--- src/rtl/shot_pool_pkg.sv ---
// rtl/shot_pool_pkg.sv - shared screen geometry and colour constants for the shot pool
package shot_pool_pkg;

    localparam int H_ACTIVE  = 640;
    localparam int V_ACTIVE  = 480;
    localparam int TICK_LINE = 480;

    localparam logic [5:0] COLOR_BLACK  = 6'b000000;
    localparam logic [5:0] COLOR_YELLOW = 6'b111100;

endpackage

--- src/rtl/shot_slot.sv ---
// rtl/shot_slot.sv - one bullet slot: position state, launch/move/clear, pixel coverage
module shot_slot
    import shot_pool_pkg::*;
#(
    parameter int SPEED  = 4,
    parameter int SHOT_W = 4,
    parameter int SHOT_H = 8,
    parameter int GUN_Y  = 440
) (
    input  logic       vga_clk,
    input  logic       reset,
    input  logic       frame_tick,
    input  logic       launch,
    input  logic       hit,
    input  logic [9:0] launch_x,
    input  logic [9:0] hcount,
    input  logic [9:0] vcount,
    output logic       active,
    output logic       active_next,
    output logic       covers
);

    localparam logic [9:0] LAUNCH_Y = 10'(GUN_Y - SHOT_H);
    localparam logic [9:0] STEP     = 10'(SPEED);

    logic       active_q, active_d;
    logic [9:0] x_q, x_d;
    logic [9:0] y_q, y_d;
    logic [10:0] x_end, y_end;

    // A hit wins over everything; launch is only offered to an idle slot, so it never moves on its launch tick.
    always_comb begin
        active_d = active_q;
        x_d      = x_q;
        y_d      = y_q;
        if (hit && active_q) begin
            active_d = 1'b0;
        end else if (launch) begin
            active_d = 1'b1;
            x_d      = launch_x;
            y_d      = LAUNCH_Y;
        end else if (frame_tick && active_q) begin
            if (y_q >= STEP) begin
                y_d = y_q - STEP;
            end else begin
                active_d = 1'b0;
            end
        end
    end

    // 11-bit compare so a bullet near column 639 does not wrap onto column 0.
    always_comb begin
        x_end  = {1'b0, x_q} + 11'(SHOT_W);
        y_end  = {1'b0, y_q} + 11'(SHOT_H);
        covers = active_q
              && ({1'b0, hcount} >= {1'b0, x_q}) && ({1'b0, hcount} < x_end)
              && ({1'b0, vcount} >= {1'b0, y_q}) && ({1'b0, vcount} < y_end);
    end

    always_ff @(posedge vga_clk) begin
        if (reset) begin
            active_q <= 1'b0;
            x_q      <= '0;
            y_q      <= '0;
        end else begin
            active_q <= active_d;
            x_q      <= x_d;
            y_q      <= y_d;
        end
    end

    assign active      = active_q;
    assign active_next = active_d;

endmodule

--- src/rtl/shot_pool.sv ---
// rtl/shot_pool.sv - bullet pool: fire synchroniser, cooldown, launch arbitration, pixel output
module shot_pool
    import shot_pool_pkg::*;
#(
    parameter int         N_SHOTS    = 4,
    parameter int         SPEED      = 4,
    parameter int         COOLDOWN   = 8,
    parameter int         SHOT_W     = 4,
    parameter int         SHOT_H     = 8,
    parameter int         GUN_Y      = 440,
    parameter logic [5:0] SHOT_COLOR = COLOR_YELLOW
) (
    input  logic               vga_clk,
    input  logic               reset,
    input  logic [9:0]         hcount,
    input  logic [9:0]         vcount,
    input  logic               fire,
    input  logic [9:0]         pos_x,
    input  logic [N_SHOTS-1:0] hit_mask,
    output logic               shot_draw,
    output logic [5:0]         shot_data,
    output logic [3:0]         shots_active,
    output logic               fire_accepted
);

    logic        fire_s1_q, fire_s1_d;
    logic        fire_s2_q, fire_s2_d;
    logic        fire_prev_q, fire_prev_d;
    logic [1:0]  settle_q, settle_d;
    logic        armed_q, armed_d;
    logic [15:0] cooldown_q, cooldown_d;
    logic        draw_q, draw_d;
    logic [5:0]  data_q, data_d;
    logic [3:0]  count_q, count_d;
    logic        accepted_q, accepted_d;

    logic               frame_tick;
    logic               fire_req;
    logic               found;
    logic               launch_go;
    logic [N_SHOTS-1:0] launch_sel;
    logic [N_SHOTS-1:0] launch_vec;
    logic [N_SHOTS-1:0] slot_active;
    logic [N_SHOTS-1:0] slot_next;
    logic [N_SHOTS-1:0] slot_cover;

    always_comb begin
        fire_s1_d   = fire;
        fire_s2_d   = fire_s1_q;
        fire_prev_d = fire_s2_q;
        // Arm only once the synchroniser has refilled and shows a released button, so a press held through reset is ignored.
        settle_d    = (settle_q == 2'd2) ? settle_q : settle_q + 2'd1;
        armed_d     = armed_q | ((settle_q == 2'd2) && !fire_s2_q);
        fire_req    = armed_q && fire_s2_q && !fire_prev_q;

        frame_tick  = (hcount == 10'd0) && (vcount == 10'(TICK_LINE));

        launch_sel = '0;
        found      = 1'b0;
        for (int i = 0; i < N_SHOTS; i++) begin
            if (!found && !slot_active[i]) begin
                launch_sel[i] = 1'b1;
                found         = 1'b1;
            end
        end
        launch_go  = fire_req && (cooldown_q == 16'd0) && found;
        launch_vec = launch_go ? launch_sel : '0;
        accepted_d = launch_go;

        if (launch_go) begin
            cooldown_d = 16'(COOLDOWN);
        end else if (frame_tick && (cooldown_q != 16'd0)) begin
            cooldown_d = cooldown_q - 16'd1;
        end else begin
            cooldown_d = cooldown_q;
        end

        draw_d = |slot_cover;
        data_d = draw_d ? SHOT_COLOR : COLOR_BLACK;

        count_d = '0;
        for (int i = 0; i < N_SHOTS; i++) begin
            count_d = count_d + {3'b000, slot_next[i]};
        end
    end

    for (genvar g = 0; g < N_SHOTS; g++) begin : g_slot
        shot_slot #(
            .SPEED  (SPEED),
            .SHOT_W (SHOT_W),
            .SHOT_H (SHOT_H),
            .GUN_Y  (GUN_Y)
        ) u_slot (
            .vga_clk     (vga_clk),
            .reset       (reset),
            .frame_tick  (frame_tick),
            .launch      (launch_vec[g]),
            .hit         (hit_mask[g]),
            .launch_x    (pos_x),
            .hcount      (hcount),
            .vcount      (vcount),
            .active      (slot_active[g]),
            .active_next (slot_next[g]),
            .covers      (slot_cover[g])
        );
    end

    always_ff @(posedge vga_clk) begin
        if (reset) begin
            fire_s1_q   <= 1'b0;
            fire_s2_q   <= 1'b0;
            fire_prev_q <= 1'b0;
            settle_q    <= 2'd0;
            armed_q     <= 1'b0;
            cooldown_q  <= '0;
            draw_q      <= 1'b0;
            data_q      <= '0;
            count_q     <= '0;
            accepted_q  <= 1'b0;
        end else begin
            fire_s1_q   <= fire_s1_d;
            fire_s2_q   <= fire_s2_d;
            fire_prev_q <= fire_prev_d;
            settle_q    <= settle_d;
            armed_q     <= armed_d;
            cooldown_q  <= cooldown_d;
            draw_q      <= draw_d;
            data_q      <= data_d;
            count_q     <= count_d;
            accepted_q  <= accepted_d;
        end
    end

    assign shot_draw     = draw_q;
    assign shot_data     = data_q;
    assign shots_active  = count_q;
    assign fire_accepted = accepted_q;

endmodule

--- config.mk ---
export PLATFORM = sky130hd
export DESIGN_NAME = shot_pool
export DESIGN_NICKNAME = d
export VERILOG_FILES = /design/src/rtl/shot_pool_pkg.sv /design/src/rtl/shot_slot.sv /design/src/rtl/shot_pool.sv
export SDC_FILE = /design/constraint.sdc
export NUM_CORES = 1
export LEC_CHECK = 0
export BUFFER_PORTS_ARGS = -buffer_cell sky130_fd_sc_hd__buf_2
export CORE_UTILIZATION = 62
export DETAILED_ROUTE_END_ITERATION = 10
export GPL_TIMING_DRIVEN = 0
export PLACE_DENSITY = 0.92
export RECOVER_POWER = 100
export SKIP_LAST_GASP = 1
export SYNTH_ARGS = -nofsm -noshare
export SYNTH_HDL_FRONTEND = slang
export SYNTH_SLANG_ARGS = --single-unit
export TNS_END_PERCENT = 100
--- constraint.sdc ---
create_clock -name vga_clk -period 9.5 [get_ports vga_clk]
set_clock_uncertainty 0.2 [all_clocks]
set_input_delay 1.9 -clock vga_clk [delete_from_list [all_inputs] [get_ports vga_clk]]
set_output_delay 1.9 -clock vga_clk [all_outputs]
set_load 0.1 [all_outputs]
==> summary.md <==
The library cells used most frequently in the layout, excluding fill and tap cells, are sky130_fd_sc_hd__ha_1 (161), sky130_fd_sc_hd__nand2_1 (126), sky130_fd_sc_hd__a21oi_1 (107), sky130_fd_sc_hd__dfxtp_1 (103), sky130_fd_sc_hd__inv_1 (89). Per-cell via count in the routed design: 6.069. Transition at the pin with the smallest max-transition slack: 1.161 ns. For this run, the leading register cell type out of synthesis is sky130_fd_sc_hd__dfxtp_1. For the placement-stage cell area, the log shows 8802 um2. The tools report the worst endpoint data arrival time as 5.44 ns.

For the final net count, the log shows 1299. The flow ran to the end, and the final reports show no timing, DRC or antenna violations. Sequential area share after synthesis: 24.68%.

The final design instance area without fill was 9049 um2; the number of max-slew violations in the final report was 0. Layout overhead on the synthesized area: 8.312%. The leakage power total came out at 3.473 nW.

In this run the remaining antenna-violating nets after routing total 0. The number of instances in the synthesized netlist was 1043; the Yosys warning count was 0. Upper clock frequency limit: 0.1863 GHz. The count of buffers added on input and output ports is 44.

STA classifies the critical path endpoint as a flop. By startpoint and endpoint, the worst setup path is classified as in -> reg. The total number of H-tree levels was 3; the area of the die was 13940 um2. The tightest min-delay check is of the reg -> reg type. In the final routed layout, each cell accounts on average for 17.07 um. For the total congestion overflow, the log shows 0. The number of antenna violations at the first check in global routing is 0, and the share of synthesized flip-flops with an asynchronous set or reset is 0%. The average instance area after synthesis was 8.010 um2. The number of global-route vias before repair is 7780, and the power density over the cells is 109.6 nW/um2. For this run, the total global-route usage over all layers was measured as 32.21%.

Gates resized during post-CTS repair numbered 0. The row count came out at 42. The share of the clock period used by the worst path after layout was 56.50%. The leading cell type in the layout, fill and taps excluded is sky130_fd_sc_hd__ha_1. The count of hold buffers inserted by post-cts repair was 0. The iteration-0 DRC count of the detailed router was 605; the core region area was 13190 um2.

The first detailed-routing pass took 5 iterations. Data on the critical path is required at its endpoint by 9.57 ns. The flop and latch count out of synthesis was 103. The tools report the count of filler cells inserted in the layout as 1031. The minimum clock period came out at 5.367 ns. The synthesized design contains 0 enable-type register cells.

The buffer levels on the longest clock path came out at 2. 49 I/O pins were placed. Entering global routing, the biggest net connects 19 pins. Of all nets on the critical path, the largest fanout is 9. The CTS root buffer is sky130_fd_sc_hd__clkbuf_16. Hold violation count in the final report: 0.

Routability-driven placement congestion ratio: 0.9336. The initial utilization of the core area, before any placement, comes to 63.34%. Setup violations remaining at the end of the flow were counted as 0.

TritonCTS built the clock tree. The synthesized netlist occupies a cell area of 8354 um2. The number of cells on the worst reg-to-reg path is 11.

The depth of the worst hold-timing path is 1. The run gives 68 as the number of unique standard cell types used by synthesis. The width of the chip was 118.1 um; the aggregate negative setup slack was 0 ns. The tool flagged a number of max-cap violations equal to 0. The number of antenna diodes in the final layout is 0. The worst setup path is launched from a primary input.

After clock tree synthesis, the setup repair step added 0 buffers. The clock reaches the later pin of the worst-skew pair after 0.36 ns. The vias after detailed routing came out at 7775. The first global-routing pass estimated 35940 um of wire. Detailed placement ended at an HPWL of 16580 um. The final routed wirelength across all metal layers was 21870 um; the peak ir drop on the vdd network was 0.0001006 V. The clock transition at the registers of the reported paths works out to 0.07 ns. Of the cells placed in the final design, the portion with a size suffix greater than 1 is 6.244%. In this run the vertical extent of the chip is 118.1 um.

Setup repair after global routing left no endpoint under its margin. The total clock buffers created by CTS is 9, and the number of sinks handled by clock tree synthesis is 103. The max-slew headroom at the worst pin was 22.91%; the count of unresolved DRC violations after routing was 0.
## metrics by stage
stage / std cells / worst slack (ns) / hold slack [ns] / util [%] / total power (W)
2_1_floorplan: 1045 / 4.987 / 0.2138 / - / 0.0005589
3_3_place_gp: 1265 / 4.268 / 0.2200 / 66.73 / 0.0006041
3_5_place_dp: 1265 / 4.267 / 0.2391 / 66.73 / 0.0006134
4_1_cts: 1281 / 4.630 / 0.2535 / 69.03 / 0.0009900
5_1_grt: 1281 / 4.076 / 0.2736 / 68.60 / 0.001032
6_report: 1281 / 4.133 / 0.2497 / 68.60 / 0.0009921
## final timing paths
check                startpoint         endpoint  slack, ns
setup / recovery      hcount[6]  shots_active[1]       4.13
hold / removal        fire_s1_q      fire_prev_d       0.25
setup reg to reg  cooldown_q[0]  shots_active[1]       5.07
hold reg to reg       fire_s1_q      fire_prev_d       0.25
## cells by family (layout without fill, tap and decap cells)
kind of cell / Yosys count / in the layout / share of synthesized area, %
buffers and inverters: 122 / 182 / 5.811
xor gates and xnor gates: 81 / 81 / 8.492
other: 1 / 3 / 0.04489
adders and majority gates: 162 / 162 / 24.35
AOI/OAI and AO/OA: 216 / 216 / 15.73
and+or+nand+nor: 358 / 358 / 20.89
DFF: 103 / 103 / 24.68
## sequential cells by signal (all words and copies together), names as in the netlist
signal,flops
armed_q,1
shots_active,3
g_slot.u_slot.active,4
g_slot.u_slot.x_q,40
fire_s1_q,1
g_slot.u_slot.y_q,32
cooldown_q,16
settle_q,2
shot_data,1
fire_prev_d,1
fire_prev_q,1
fire_accepted,1
## final cells by class
| type | instances | area, um2 | area share (%) |
|---|---|---|---|
| clock inverters | 7 | 77.57 | 0.8573 |
| plain buffers | 31 | 143.9 | 1.590 |
| flip-flops and latches | 103 | 2062 | 22.79 |
| clock buffers | 9 | 225.2 | 2.489 |
| well taps | 176 | 220.2 | 2.434 |
| repair buffers | 44 | 207.7 | 2.295 |
| inverters | 91 | 341.6 | 3.775 |
| multi-input cells | 820 | 5771 | 63.77 |
## per-layer routing
metal	vias up	track usage, %	wire length, um
li1	3778	-	-
met1	3569	37.62	8616
met2	315	55.55	10430
met3	113	4.893	1602
met4	0	19.23	1219
met5	-	0	0
## report_power, final
group	total [W]	switching [W]	internal (W)
Combinational	0.000160	0.0000994	0.0000603
Sequential	0.000447	0.00000651	0.000441
Clock	0.000385	0.000178	0.000207
Total	0.000992	0.000284	0.000708
## critical path, cell delays in order
cell,delay [ns]
sky130_fd_sc_hd__clkbuf_1,0.32
sky130_fd_sc_hd__or4b_1,0.70
sky130_fd_sc_hd__nor3_1,0.56
sky130_fd_sc_hd__nand2_1,0.32
sky130_fd_sc_hd__o21ai_0,0.29
sky130_fd_sc_hd__nand2_1,0.15
sky130_fd_sc_hd__fa_1,0.51
sky130_fd_sc_hd__ha_1,0.19
sky130_fd_sc_hd__ha_1,0.27
sky130_fd_sc_hd__nor2b_1,0.22
## Yosys cell counts, types with 4 or more instances
cell type	number	area [um2]
sky130_fd_sc_hd__ha_1	161	2014
sky130_fd_sc_hd__nand2_1	126	473.0
sky130_fd_sc_hd__a21oi_1	107	535.5
sky130_fd_sc_hd__dfxtp_1	103	2062
sky130_fd_sc_hd__inv_1	89	334.1
sky130_fd_sc_hd__nor2_1	72	270.3
sky130_fd_sc_hd__xnor2_1	72	630.6
sky130_fd_sc_hd__nand3_1	42	210.2
sky130_fd_sc_hd__o21ai_0	35	175.2
sky130_fd_sc_hd__clkbuf_1	22	82.58
sky130_fd_sc_hd__nor3_1	22	110.1
sky130_fd_sc_hd__nand4_1	17	106.4
sky130_fd_sc_hd__nor2b_1	14	87.58
sky130_fd_sc_hd__or4_1	12	90.09
sky130_fd_sc_hd__a31oi_1	9	56.30
sky130_fd_sc_hd__nor4_1	9	56.30
sky130_fd_sc_hd__or3_1	9	56.30
sky130_fd_sc_hd__xor2_1	9	78.83
sky130_fd_sc_hd__a211oi_1	8	60.06
sky130_fd_sc_hd__a21o_1	8	60.06
sky130_fd_sc_hd__buf_4	7	52.55
sky130_fd_sc_hd__nand2b_1	7	43.79
sky130_fd_sc_hd__o211ai_1	7	52.55
sky130_fd_sc_hd__a2111oi_0	4	35.03
sky130_fd_sc_hd__a21boi_0	4	30.03
sky130_fd_sc_hd__and2_1	4	25.02
sky130_fd_sc_hd__and3_1	4	25.02
(Power assumes the default switching activity.)
